===== src/rtl/column_config_pkg.sv =====
// Shared definitions for the column configuration loader: FSM states, CRC-8
// polynomial and column geometry.
package column_config_pkg;

  typedef enum logic [2:0] {
    ST_IDLE,
    ST_CLEAR,
    ST_LOAD,
    ST_SHIFT,
    ST_CHECK,
    ST_DONE,
    ST_ERROR
  } state_t;

  localparam logic [7:0] CRC8_POLY            = 8'h07;
  localparam int         CLEAR_CYCLES_DEFAULT = 2;
  localparam int         TILES_PER_COLUMN     = 16;
  localparam int         TILE_CONFIG_BITS     = 16;
  localparam int         COLUMN_CHAIN_LENGTH  = TILES_PER_COLUMN * TILE_CONFIG_BITS;

  // One MSB-first CRC-8 step: feedback is the top CRC bit xor the incoming bit.
  function automatic logic [7:0] crc8_step(input logic [7:0] crc, input logic bit_in);
    logic fb;
    fb = crc[7] ^ bit_in;
    return {crc[6:0], 1'b0} ^ (fb ? CRC8_POLY : 8'h00);
  endfunction

endpackage


===== src/rtl/config_crc8.sv =====
// Bit-serial CRC-8 (init 0x00, no reflection, no final xor) over the bits
// shifted into the configuration chain.
module config_crc8
  import column_config_pkg::*;
(
  input  logic       i_clock,
  input  logic       i_reset,
  input  logic       i_clear,
  input  logic       i_enable,
  input  logic       i_bit_in,
  output logic [7:0] o_crc
);

  logic [7:0] r_crc;

  always_ff @(posedge i_clock) begin
    if (i_reset || i_clear) begin
      r_crc <= 8'h00;
    end else if (i_enable) begin
      r_crc <= crc8_step(r_crc, i_bit_in);
    end
  end

  assign o_crc = r_crc;

endmodule


===== src/rtl/column_config_loader.sv =====
// Bit-serial loader for a column's daisy-chained configuration register.
// Optional trailing CRC-8 check word is enabled with COLUMN_CONFIG_CRC_EN.
//
// Word stream: a word transfers on a rising edge where o_word_ready and
// i_word_valid are both high; o_word_ready is high only in LOAD (and CHECK),
// and i_word_data is ignored at all other times.
module column_config_loader
  import column_config_pkg::*;
#(
  parameter int CHAIN_LENGTH = COLUMN_CHAIN_LENGTH,
  parameter int WORD_WIDTH   = 8,
  parameter int CLEAR_CYCLES = CLEAR_CYCLES_DEFAULT
) (
  input  logic                  i_clock,
  input  logic                  i_reset,
  input  logic                  i_start,
  input  logic [WORD_WIDTH-1:0] i_word_data,
  input  logic                  i_word_valid,
  output logic                  o_word_ready,
  output logic                  o_chain_in,
  input  logic                  i_chain_out,
  output logic                  o_chain_enable,
  output logic                  o_chain_nreset,
  output logic                  o_busy,
  output logic                  o_done,
  output logic                  o_error
);

  localparam int BCW = $clog2(CHAIN_LENGTH + 1);
  localparam int WCW = $clog2(WORD_WIDTH + 1);
  localparam int CCW = $clog2(CLEAR_CYCLES + 1);
  localparam logic [BCW-1:0] LAST_BIT  = BCW'(CHAIN_LENGTH - 1);
  localparam logic [WCW-1:0] LAST_WBIT = WCW'(WORD_WIDTH - 1);
  localparam logic [CCW-1:0] LAST_CLR  = CCW'(CLEAR_CYCLES - 1);

  state_t                r_state, w_next;
  logic [BCW-1:0]        r_bit_cnt, w_bit_cnt;
  logic [WCW-1:0]        r_wbit_cnt, w_wbit_cnt;
  logic [CCW-1:0]        r_clr_cnt, w_clr_cnt;
  logic [WORD_WIDTH-1:0] r_shreg, w_shreg;
  logic                  r_word_ready, r_chain_in, r_chain_enable, r_chain_nreset;
  logic                  r_busy, r_done, r_error;
  logic                  w_hs;

  assign w_hs = r_word_ready && i_word_valid;

`ifdef COLUMN_CONFIG_CRC_EN
  logic [7:0] w_crc;
  logic       w_crc_clear;

  assign w_crc_clear = i_start && (r_state == ST_IDLE || r_state == ST_DONE || r_state == ST_ERROR);

  // r_chain_in is exactly the bit the chain samples during each SHIFT cycle.
  config_crc8 u_crc (
    .i_clock  (i_clock),
    .i_reset  (i_reset),
    .i_clear  (w_crc_clear),
    .i_enable (r_state == ST_SHIFT),
    .i_bit_in (r_chain_in),
    .o_crc    (w_crc)
  );
`endif

  always_comb begin
    w_next     = r_state;
    w_bit_cnt  = r_bit_cnt;
    w_wbit_cnt = r_wbit_cnt;
    w_clr_cnt  = r_clr_cnt;
    w_shreg    = r_shreg;
    case (r_state)
      ST_IDLE, ST_DONE, ST_ERROR: begin
        if (i_start) begin
          w_next     = ST_CLEAR;
          w_bit_cnt  = '0;
          w_wbit_cnt = '0;
          w_clr_cnt  = '0;
        end
      end
      ST_CLEAR: begin
        if (r_clr_cnt == LAST_CLR) w_next = ST_LOAD;
        else                       w_clr_cnt = r_clr_cnt + 1'b1;
      end
      ST_LOAD: begin
        if (w_hs) begin
          w_shreg    = i_word_data;
          w_wbit_cnt = '0;
          w_next     = ST_SHIFT;
        end
      end
      ST_SHIFT: begin
        w_shreg    = r_shreg >> 1;
        w_bit_cnt  = r_bit_cnt + 1'b1;
        w_wbit_cnt = r_wbit_cnt + 1'b1;
        // The chain was cleared, so any 1 emerging from it means a broken chain.
        if (i_chain_out) begin
          w_next = ST_ERROR;
        end else if (r_bit_cnt == LAST_BIT) begin
`ifdef COLUMN_CONFIG_CRC_EN
          w_next = ST_CHECK;
`else
          w_next = ST_DONE;
`endif
        end else if (r_wbit_cnt == LAST_WBIT) begin
          w_next = ST_LOAD;
        end
      end
`ifdef COLUMN_CONFIG_CRC_EN
      ST_CHECK: begin
        if (w_hs) w_next = (i_word_data[7:0] == w_crc) ? ST_DONE : ST_ERROR;
      end
`endif
      default: w_next = ST_IDLE;
    endcase
  end

  // Outputs are registered from the next state so they line up with r_state.
  always_ff @(posedge i_clock) begin
    if (i_reset) begin
      r_state        <= ST_IDLE;
      r_bit_cnt      <= '0;
      r_wbit_cnt     <= '0;
      r_clr_cnt      <= '0;
      r_shreg        <= '0;
      r_word_ready   <= 1'b0;
      r_chain_in     <= 1'b0;
      r_chain_enable <= 1'b0;
      r_chain_nreset <= 1'b0;
      r_busy         <= 1'b0;
      r_done         <= 1'b0;
      r_error        <= 1'b0;
    end else begin
      r_state        <= w_next;
      r_bit_cnt      <= w_bit_cnt;
      r_wbit_cnt     <= w_wbit_cnt;
      r_clr_cnt      <= w_clr_cnt;
      r_shreg        <= w_shreg;
      r_word_ready   <= (w_next == ST_LOAD) || (w_next == ST_CHECK);
      r_chain_enable <= (w_next == ST_SHIFT);
      r_chain_in     <= (w_next == ST_SHIFT) && w_shreg[0];
      r_busy         <= (w_next == ST_CLEAR) || (w_next == ST_LOAD) ||
                        (w_next == ST_SHIFT) || (w_next == ST_CHECK);
      r_done         <= (w_next == ST_DONE);
      r_error        <= (w_next == ST_ERROR);
      case (w_next)
        ST_CLEAR, ST_ERROR: r_chain_nreset <= 1'b0;
        ST_IDLE:            r_chain_nreset <= r_chain_nreset;
        default:            r_chain_nreset <= 1'b1;
      endcase
    end
  end

  assign o_word_ready   = r_word_ready;
  assign o_chain_in     = r_chain_in;
  assign o_chain_enable = r_chain_enable;
  assign o_chain_nreset = r_chain_nreset;
  assign o_busy         = r_busy;
  assign o_done         = r_done;
  assign o_error        = r_error;

endmodule


===== config.mk =====
export PLATFORM = sky130hd
export DESIGN_NAME = column_config_loader
export DESIGN_NICKNAME = d
export VERILOG_FILES = /design/src/rtl/column_config_pkg.sv /design/src/rtl/config_crc8.sv /design/src/rtl/column_config_loader.sv
export SDC_FILE = /design/constraint.sdc
export NUM_CORES = 1
export LEC_CHECK = 0
export BUFFER_PORTS_ARGS = -buffer_cell sky130_fd_sc_hd__clkbuf_2
export CAP_MARGIN = 20
export CORE_ASPECT_RATIO = 0.75
export CORE_MARGIN = 2
export CORE_UTILIZATION = 50
export CTS_CLUSTER_SIZE = 30
export DETAILED_ROUTE_END_ITERATION = 10
export PLACE_DENSITY = 0.73
export RECOVER_POWER = 100
export SYNTH_ARGS = -nofsm -noshare
export SYNTH_HDL_FRONTEND = slang
export SYNTH_HIERARCHICAL = 1
export SYNTH_SLANG_ARGS = --single-unit

===== constraint.sdc =====
create_clock -name i_clock -period 3.4 [get_ports i_clock]
set_input_delay 0.34 -clock i_clock [delete_from_list [all_inputs] [get_ports i_clock]]
set_output_delay 0.34 -clock i_clock [all_outputs]
set_load 0.005 [all_outputs]

==> results of run 1 <==
[metrics by stage]
step / instance area (sq um) / util / total power [mW] / std cells / setup WS, ps
final: 1680 / 0.571 / 0.901 / 232 / 943
after global routing: 1680 / 0.571 / 0.951 / 232 / 745
after CTS: 1710 / 0.582 / 0.921 / 232 / 968
after detailed placement: 1620 / 0.552 / 0.628 / 225 / 1010
after global placement: 1620 / 0.552 / 0.618 / 225 / 1150
after floorplan: 1530 / - / 0.586 / 177 / 1240
[cells by family (layout without fill, tap and decap cells)]
kind of cell,Yosys count,count (layout),synth area share
compound gates,44,44,0.208
xor+xnor,2,2,0.0114
fa+ha+maj,4,4,0.0327
buf+inv,16,33,0.0515
flops,33,33,0.431
simple gates,78,78,0.265
[sequential cells by signal (all words and copies together), names as in the netlist]
register	count
o_word_ready	1
o_done	1
o_busy	1
o_chain_in	1
o_chain_nreset	1
o_chain_enable	1
r_bit_cnt	9
r_clr_cnt	2
r_state	3
r_wbit_cnt	4
r_shreg	8
o_error	1
[synth_stat cells (5+ instances only)]
library cell  count  area (sq um)
a211oi_1          5          37.5
a21oi_1          11          55.1
a221oi_1          6          52.6
clkbuf_1          6          22.5
dfxtp_1          33           661
inv_1             7          26.3
nand2_1           7          26.3
nand2b_1          5          31.3
nand3_1           6          30.0
nor2_1           31           116
nor3_1           10          50.1
o21ai_0           5          25.0
[final cells by class]
| cell class | count | area (sq um) | share of cell area |
|---|---|---|---|
| flip-flops and latches | 33 | 661 | 0.394 |
| repair buffers | 19 | 90.1 | 0.0537 |
| clock buffers | 7 | 86.3 | 0.0515 |
| inverters | 7 | 26.3 | 0.0157 |
| multi-input cells | 128 | 766 | 0.457 |
| well taps | 38 | 47.5 | 0.0284 |
[power breakdown]
group | switching (mW) | internal [mW]
clock network | 0.132 | 0.160
logic | 0.101 | 0.0615
registers | 0.0325 | 0.414
[worst min path at each step]
stage                    endpoint  slack (ps)  cells after the start
CTS                    r_shreg[7]         300                      3
global placement     r_bit_cnt[5]         460                      1
global route         r_bit_cnt[7]         320                      2
finish                 r_shreg[7]         300                      3
floorplan            r_bit_cnt[7]         430                      1
detailed placement  r_wbit_cnt[3]         480                      1
[layer usage]
| metal | GRT usage | vias to the layer above | wire (microns) |
|---|---|---|---|
| li1 | - | 676 | - |
| met5 | 0 | - | 0 |
| met3 | 0.0519 | 5 | 153 |
| met4 | 0.0800 | 0 | 44 |
| met1 | 0.250 | 637 | 1480 |
| met2 | 0.356 | 29 | 1500 |
[worst max-delay path: cells and delay by family (launching register included)]
family	cells	cell delay [ps]
and+or+nand+nor	7	1320
adders and majority gates	2	450
DFF	1	340
AOI/OAI and AO/OA	1	250
==> metrics.yaml, run 1 <==
run_status:
  outcome: "finished, final reports clean"
timing:
  tns_ps: 0
  fin_hold_ws_ps: 301
  fin_crit_sh: 0.723
  hold_violations: 0
  fmax_mhz: 407
  fin_skew_ps: 4.77
  min_period_ps: 2460
  slew_viol_final: 0
  grt_setup_unrepaired: "false"
  max_slew_margin: 0.512
  worst_slew_pin_slew_ps: 729
  setup_viol: 0
drt:
  drc: 0
  viasPerCell: 5.81
  drt-total-wl_microns: 3190
  wl_per_cell_microns: 13.7
  drt_iter0_drc: 70
  num_vias: 1347
  antenna_left: 0
  first_pass_iters: 4
synth:
  async_flop_share: 0
  netlist_instances: 177
  synth_edf_count: 0
  yosysUniqueCellTypes: 41
  synth_nets: 194
  ys_ff_latch: 33
  seq_area_frac_synth: 0.431
  avgSynthCellArea_sq_um: 8.65
  synth_ff_type: "dfxtp_1"
  yosysWarnings: 6
  syn_area_sq_um: 1530
critical_path:
  critPathMaxStageDelay_ps: 420
  r2r_cells: 10
  reg2reg_to: "o_chain_nreset"
  crit_path_end_kind: "register"
  slowest_stage: "or3_1"
  reg2reg_from: "r_bit_cnt[0]"
  critical_path_class: "reg -> reg"
  worstSetupStartpointType: "register"
  arrival_ps: 2650
  reg2reg_setup_slack_ps: 940
  worst-path-max-fanout: 5
  required_ps: 3600
  crit_chain: "ha_1, nand2_1, nor2_1, and3_1, ha_1, nor4bb_1, nor3_1, or3_1, o2111a_1, nor3_1"
  startpoint: "r_bit_cnt[0]"
  crit_end: "o_chain_nreset"
finish:
  drive_gt1_frac: 0.129
  diodes: 0
  nFillCells: 280
  layout_commonest_cell: "dfxtp_1"
  layout_common_cells: "dfxtp_1 (33), nor2_1 (31), clkbuf_2 (15)"
  fin_nets: 211
  syn2layout_area_growth_pct: 9.48
floorplanning:
  start_util: 0.522
  die_h_microns: 51.9
  coreArea_sq_um: 2940
  io_pins: 20
  dieWidth_microns: 67.9
  fp.dieArea_sq_um: 3530
  rows: 17
global_route:
  grt_start_max_net_pins: 33
  grt_pass1_vias: 1230
  grt_overflow_total: 0
  grt_pass1_wl_microns: 5420
  antenna_found_initial: 0
  grt_util_all_layers: 0.208
placement:
  dp_hpwl_microns: 2270
  portBuffers: 19
  place_congestion: 0.720
cts:
  post_cts_buffers: 0
  cts_resized: 0
  cts_tree: "done"
  htreeDepth: 2
  clock_latency_ps: 280
  ctsHoldBuffers: 0
  root_buffer: "clkbuf_8"
  cts_buffers: 5
  clock-sinks: 33
  clkSlewWorstSetupHoldPaths_ps: 70
  cts_buffer_depth: 2
min_path:
  hold_path.class: "in -> reg"
  hp-start: "i_word_data[7]"
power:
  p_leak_nw: 0.604
  ir_worst_vdd_mv: 0.321
  power_density_nw_per_um2: 537
run:
  cap_violations: 0
Power figures use the tool's default switching activity.
==> run 2, diff against run 1 <==
Settings changed: PLACE_DENSITY 0.73 to 0.75.
Clock period 3.4 ns to 2.2 ns, I/O delays scaled along.
==> metrics.yaml, run 2 (synthesis results as in run 1) <==
floorplanning:
  start_util: 0.522  # unchanged
  die_h_microns: 51.9  # unchanged
  fp.dieArea_sq_um: 3530  # unchanged
  io_pins: 20  # unchanged
  rows: 17  # unchanged
  coreArea_sq_um: 2940  # unchanged
  dieWidth_microns: 67.9  # unchanged
min_path:
  hold_depth: 2  # -1
  hold_path.class: "in -> reg"
  hp-start: "i_start"
  hold-path-endpoint: "r_bit_cnt[7]"
global_route:
  grt_start_max_net_pins: 22  # -33%
  grt_pass1_vias: 1287  # +4.6%
  grt_overflow_total: 0  # unchanged
  antenna_found_initial: 0  # unchanged
  grt_util_all_layers: 0.212  # +0.00405
  grt_pass1_wl_microns: 5540  # +2.3%
drt:
  num_vias: 1396  # +3.6%
  drc: 0  # unchanged
  antenna_left: 0  # unchanged
  wl_per_cell_microns: 14.2  # +3.4%
  first_pass_iters: 4  # unchanged
  drt_iter0_drc: 74  # +5.7%
  drt-total-wl_microns: 3480  # +9.2%
  viasPerCell: 5.70  # -1.9%
finish:
  largest_register_ffs: 9  # unchanged
  fin_nets: 223  # +5.7%
  top_register: "r_bit_cnt"
  top_regs: "r_bit_cnt x9, r_shreg x8, r_wbit_cnt x4"
  post-route-util: 0.635  # +0.0639
  syn2layout_area_growth_pct: 21.7
  diodes: 0  # unchanged
  layout_commonest_cell: "dfxtp_1"
  drive_gt1_frac: 0.232  # +0.103
  layout_common_cells: "dfxtp_1 (31), nor2_1 (30), clkbuf_2 (15)"
timing:
  fmax_mhz: 474  # +16%
  worst_slew_pin_slew_ps: 611  # -118 ps
  fin_crit_sh: 0.960  # +0.237
  max_slew_margin: 0.591  # +0.0784
  fin_skew_ps: 3.91  # -0.856 ps
  slew_viol_final: 0  # unchanged
  final.setup.worst_slack_ps: 89.0  # -854 ps
  setup_viol: 0  # unchanged
  hold_violations: 0  # unchanged
  min_period_ps: 2110  # -346 ps
cts:
  cts_buffer_depth: 2  # unchanged
  htreeDepth: 2  # unchanged
  clkSlewWorstSetupHoldPaths_ps: 70  # about the same
  cts_tree: "done"
  clock-sinks: 33  # unchanged
  cts_buffers: 5  # unchanged
  clock_latency_ps: 280  # about the same
  root_buffer: "clkbuf_8"
  ctsHoldBuffers: 0  # unchanged
critical_path:
  crit_path_end_kind: "register"
  worst-path-max-fanout: 2  # -3
  reg2reg_from: "r_bit_cnt[1]"
  required_ps: 2410  # -1190 ps
  critical_path_class: "reg -> reg"
  reg2reg_setup_slack_ps: 90  # -850 ps
  r2r_cells: 10  # unchanged
  worstSetupStartpointType: "register"
  arrival_ps: 2320  # -330 ps
  reg2reg_to: "o_chain_nreset"
run_status:
  outcome: "finished, final reports clean"
placement:
  dp_hpwl_microns: 2270  # about the same
  portBuffers: 19  # unchanged
  pre_cts_ws_ps: -32.1  # -1050 ps
  place_congestion: 0.766  # +6.3%
power:
  power_density_nw_per_um2: 797  # +48%
  ir_worst_vdd_mv: 0.525  # +63%
  p_leak_nw: 0.685  # +13%
run:
  cap_violations: 0  # unchanged
[run 2: worst max path at each step]
stage	startpoint	to	slack, ps	cells past startpoint
floorplan	r_bit_cnt[0]	o_chain_nreset	40	10
global placement	r_bit_cnt[0]	o_chain_nreset	60	10
detailed placement	r_bit_cnt[0]	o_chain_nreset	-30	10
CTS	r_bit_cnt[0]	o_chain_nreset	20	10
global route	r_bit_cnt[4]	o_chain_nreset	-20	10
finish	r_bit_cnt[1]	o_chain_nreset	90	10
[run 2: per-stage QoR]
stage	area, sq um	cells	TNS (ps)	power, mW	hold WS (ps)
detailed placement	1700	236	-32.1	0.996	476
finish	1860	245	0	1.49	175
global route	1860	245	-23.7	1.57	177
global placement	1700	236	0	0.980	466
floorplan	1530	177	0	0.906	313
CTS	1820	245	0	1.50	182
[run 2: power breakdown]
| group | internal, mW | switching (mW) | leakage (nW) |
|---|---|---|---|
| sequential | 0.640 | 0.0523 | 0.268 |
| combinational | 0.125 | 0.172 | 0.363 |
| clock | 0.282 | 0.213 | 0.0542 |
| total | 1.05 | 0.438 | 0.685 |
[run 2: final cells by class]
| class | instances | area (sq um) |
|---|---|---|
| fill | 249 | 1070 |
| multi-input combinational | 128 | 857 |
| sequential | 33 | 663 |
| timing repair buffer | 31 | 169 |
| clock buffer | 7 | 96.3 |
| tap | 38 | 47.5 |
| inverter | 7 | 26.3 |
| clock inverter | 1 | 5.00 |
[run 2: critical path, cell delays in order, from the launching register on]
cell and delay [ps]:
dfxtp_2 340, ha_4 170, nand2_4 70, nor2_4 40
and3_4 180, ha_4 160, nor4bb_4 270, nor3_2 80
or3_4 370, o2111a_1 250, nor3_2 100
[run 2: what timing repair did]
action,4_1_cts,5_1_grt
buffers inserted,1,0
gates resized for setup,3,12
cloned,0,0
hold endpoints to repair,0,0
pin swaps,3,8
setup endpoints to repair,1,6
[run 2: metal layers]
| layer | up-vias | GRT usage | part of all wire |
|---|---|---|---|
| met1 | 662 | 0.269 | 0.45 |
| met5 | - | 0 | 0 |
| met2 | 31 | 0.343 | 0.49 |
| li1 | 698 | - | - |
| met4 | 0 | 0.0900 | 0.010 |
| met3 | 5 | 0.0519 | 0.046 |
==> run 3, diff against run 2 <==
Settings changed: RECOVER_POWER 100 to 50.
==> metrics.yaml, run 3 (synthesis results as in run 1) <==
timing:
  max_slew_margin: 0.589  # -0.00139
  min_period_ps: 2110  # +1.17 ps
  fin_crit_sh: 0.960  # about the same
  worst_slew_pin_slew_ps: 613  # +2.07 ps
  slew_viol_final: 0  # unchanged
  final.setup.worst_slack_ps: 87.9  # -1.17 ps
  hold_violations: 0  # unchanged
  fmax_mhz: 473  # about the same
  setup_viol: 0  # unchanged
  fin_skew_ps: 3.01  # -0.905 ps
finish:
  syn2layout_area_growth_pct: 22.1
  layout_common_cells: "dfxtp_1 (31), nor2_1 (30), clkbuf_2 (14)"
  seqCellArea_sq_um: 663  # unchanged
  layout_commonest_cell: "dfxtp_1"
  post-route-util: 0.637  # +0.00213
  drive_gt1_frac: 0.237  # +0.00483
  nFillCells: 246  # -1.2%
  fin_nets: 223  # unchanged
  largest_register_ffs: 9  # unchanged
  top_register: "r_bit_cnt"
  multi_input_comb_area_sq_um: 857  # unchanged
  diodes: 0  # unchanged
  top_regs: "r_bit_cnt x9, r_shreg x8, r_wbit_cnt x4"
cts:
  cts_tree: "done"
  clkSlewWorstSetupHoldPaths_ps: 70  # about the same
  cts_buffer_depth: 2  # unchanged
  cts_buffers: 5  # unchanged
  root_buffer: "clkbuf_8"
  clock-sinks: 33  # unchanged
  clock_latency_ps: 290  # about the same
  htreeDepth: 2  # unchanged
drt:
  drt_iter0_drc: 73  # -1.4%
  first_pass_iters: 4  # unchanged
  drt-total-wl_microns: 3480  # +0.17%
  drc: 0  # unchanged
  wl_per_cell_microns: 14.2  # +0.17%
  viasPerCell: 5.71  # +0.29%
  antenna_left: 0  # unchanged
  num_vias: 1400  # +0.29%
global_route:
  grt_start_max_net_pins: 22  # unchanged
  grt_pass1_wl_microns: 5540  # unchanged
  grt_pass1_vias: 1287  # unchanged
  grt_util_all_layers: 0.212  # unchanged
  grt_overflow_total: 0  # unchanged
  antenna_found_initial: 0  # unchanged
min_path:
  hold_depth: 2  # unchanged
  hold_path.class: "in -> reg"
  hold-path-endpoint: "r_bit_cnt[7]"
  hp-start: "i_start"
critical_path:
  reg2reg_setup_slack_ps: 90  # about the same
  crit_chain: "ha_4, nand2_4, nor2_4, and3_4, ha_4, nor4bb_4, nor3_2, or3_4, o2111a_1, nor3_2"
  reg2reg_to: "o_chain_nreset"
  crit_path_end_kind: "register"
  worstSetupStartpointType: "register"
  slowest_stage: "or3_4"
  critPathMaxStageDelay_ps: 370  # about the same
  critical_path_class: "reg -> reg"
  reg2reg_from: "r_bit_cnt[1]"
  arrival_ps: 2330  # about the same
  required_ps: 2410  # about the same
  r2r_cells: 10  # unchanged
  worst-path-max-fanout: 2  # unchanged
floorplanning:
  coreArea_sq_um: 2940  # unchanged
  start_util: 0.522  # unchanged
  rows: 17  # unchanged
  fp.dieArea_sq_um: 3530  # unchanged
  dieWidth_microns: 67.9  # unchanged
  die_h_microns: 51.9  # unchanged
  io_pins: 20  # unchanged
power:
  ir_worst_vdd_mv: 0.526  # +0.14%
  p_leak_nw: 0.689  # +0.51%
  power_density_nw_per_um2: 796  # -0.12%
run_status:
  outcome: "finished, final reports clean"
run:
  cap_violations: 0  # unchanged
placement:
  dp_hpwl_microns: 2270  # unchanged
  pre_cts_ws_ps: -32.1  # unchanged
  portBuffers: 19  # unchanged
  place_congestion: 0.766  # unchanged
==> run 3: cell types whose count changed in the layout (fill, tap and decap cells not counted) <==
cell / before / now
buf_4: 9 / 11
clkbuf_1: 7 / 6
clkbuf_2: 15 / 14
==> run 3: routing by layer <==
metal	vias to the layer above	wire, microns	GRT usage
met3	5	162	0.0519
met4	0	35	0.0900
li1	699	-	-
met2	32	1730	0.343
met1	664	1560	0.269
met5	-	0	0
==> run 3: where the power goes <==
group,leakage [nW],switching [mW],internal [mW],total [mW]
Combinational,0.366,0.173,0.127,0.299
Clock,0.0542,0.215,0.282,0.497
Sequential,0.268,0.0525,0.640,0.692
Total,0.689,0.440,1.05,1.49
==> run 3: worst max-delay path by stage <==
stage,start,to,slack (ps),cells past startpoint
2_1_floorplan,r_bit_cnt[0],o_chain_nreset,40,10
3_3_place_gp,r_bit_cnt[0],o_chain_nreset,60,10
3_5_place_dp,r_bit_cnt[0],o_chain_nreset,-30,10
4_1_cts,r_bit_cnt[0],o_chain_nreset,20,10
5_1_grt,r_bit_cnt[4],o_chain_nreset,-20,10
6_report,r_bit_cnt[1],o_chain_nreset,90,10
==> run 3: what timing repair did <==
action                     CTS  global route
hold buffers                 0             0
setup endpoints to repair    1             6
resized for setup            3            12
setup buffers                1             0
hold endpoints to repair     0             0
pin swaps                    3             8
==> run 3: worst max-delay path, delay by kind of cell (launching register included) <==
kind,cells,cell delay (ps)
AOI/OAI and AO/OA,1,250
adders and majority gates,2,330
DFF,1,340
and+or+nand+nor,7,1120
==> run 3: area by class of cell <==
class                   count  area share
multi-input cells         128       0.458
flip-flops and latches     33       0.355
repair buffers             31      0.0936
clock buffers               7      0.0515
well taps                  38      0.0254
inverters                   7      0.0140
clock inverters             1     0.00268
==> run 3: through the flow <==
| step | hold WS [ps] | area [sq um] | setup TNS, ps | power [mW] | instances |
|---|---|---|---|---|---|
| 6_report | 173 | 1870 | 0 | 1.49 | 245 |
| 5_1_grt | 177 | 1870 | -23.5 | 1.57 | 245 |
| 4_1_cts | 182 | 1820 | 0 | 1.50 | 245 |
| 3_5_place_dp | 476 | 1700 | -32.1 | 0.996 | 236 |
| 3_3_place_gp | 466 | 1700 | 0 | 0.980 | 236 |
| 2_1_floorplan | 313 | 1530 | 0 | 0.906 | 177 |
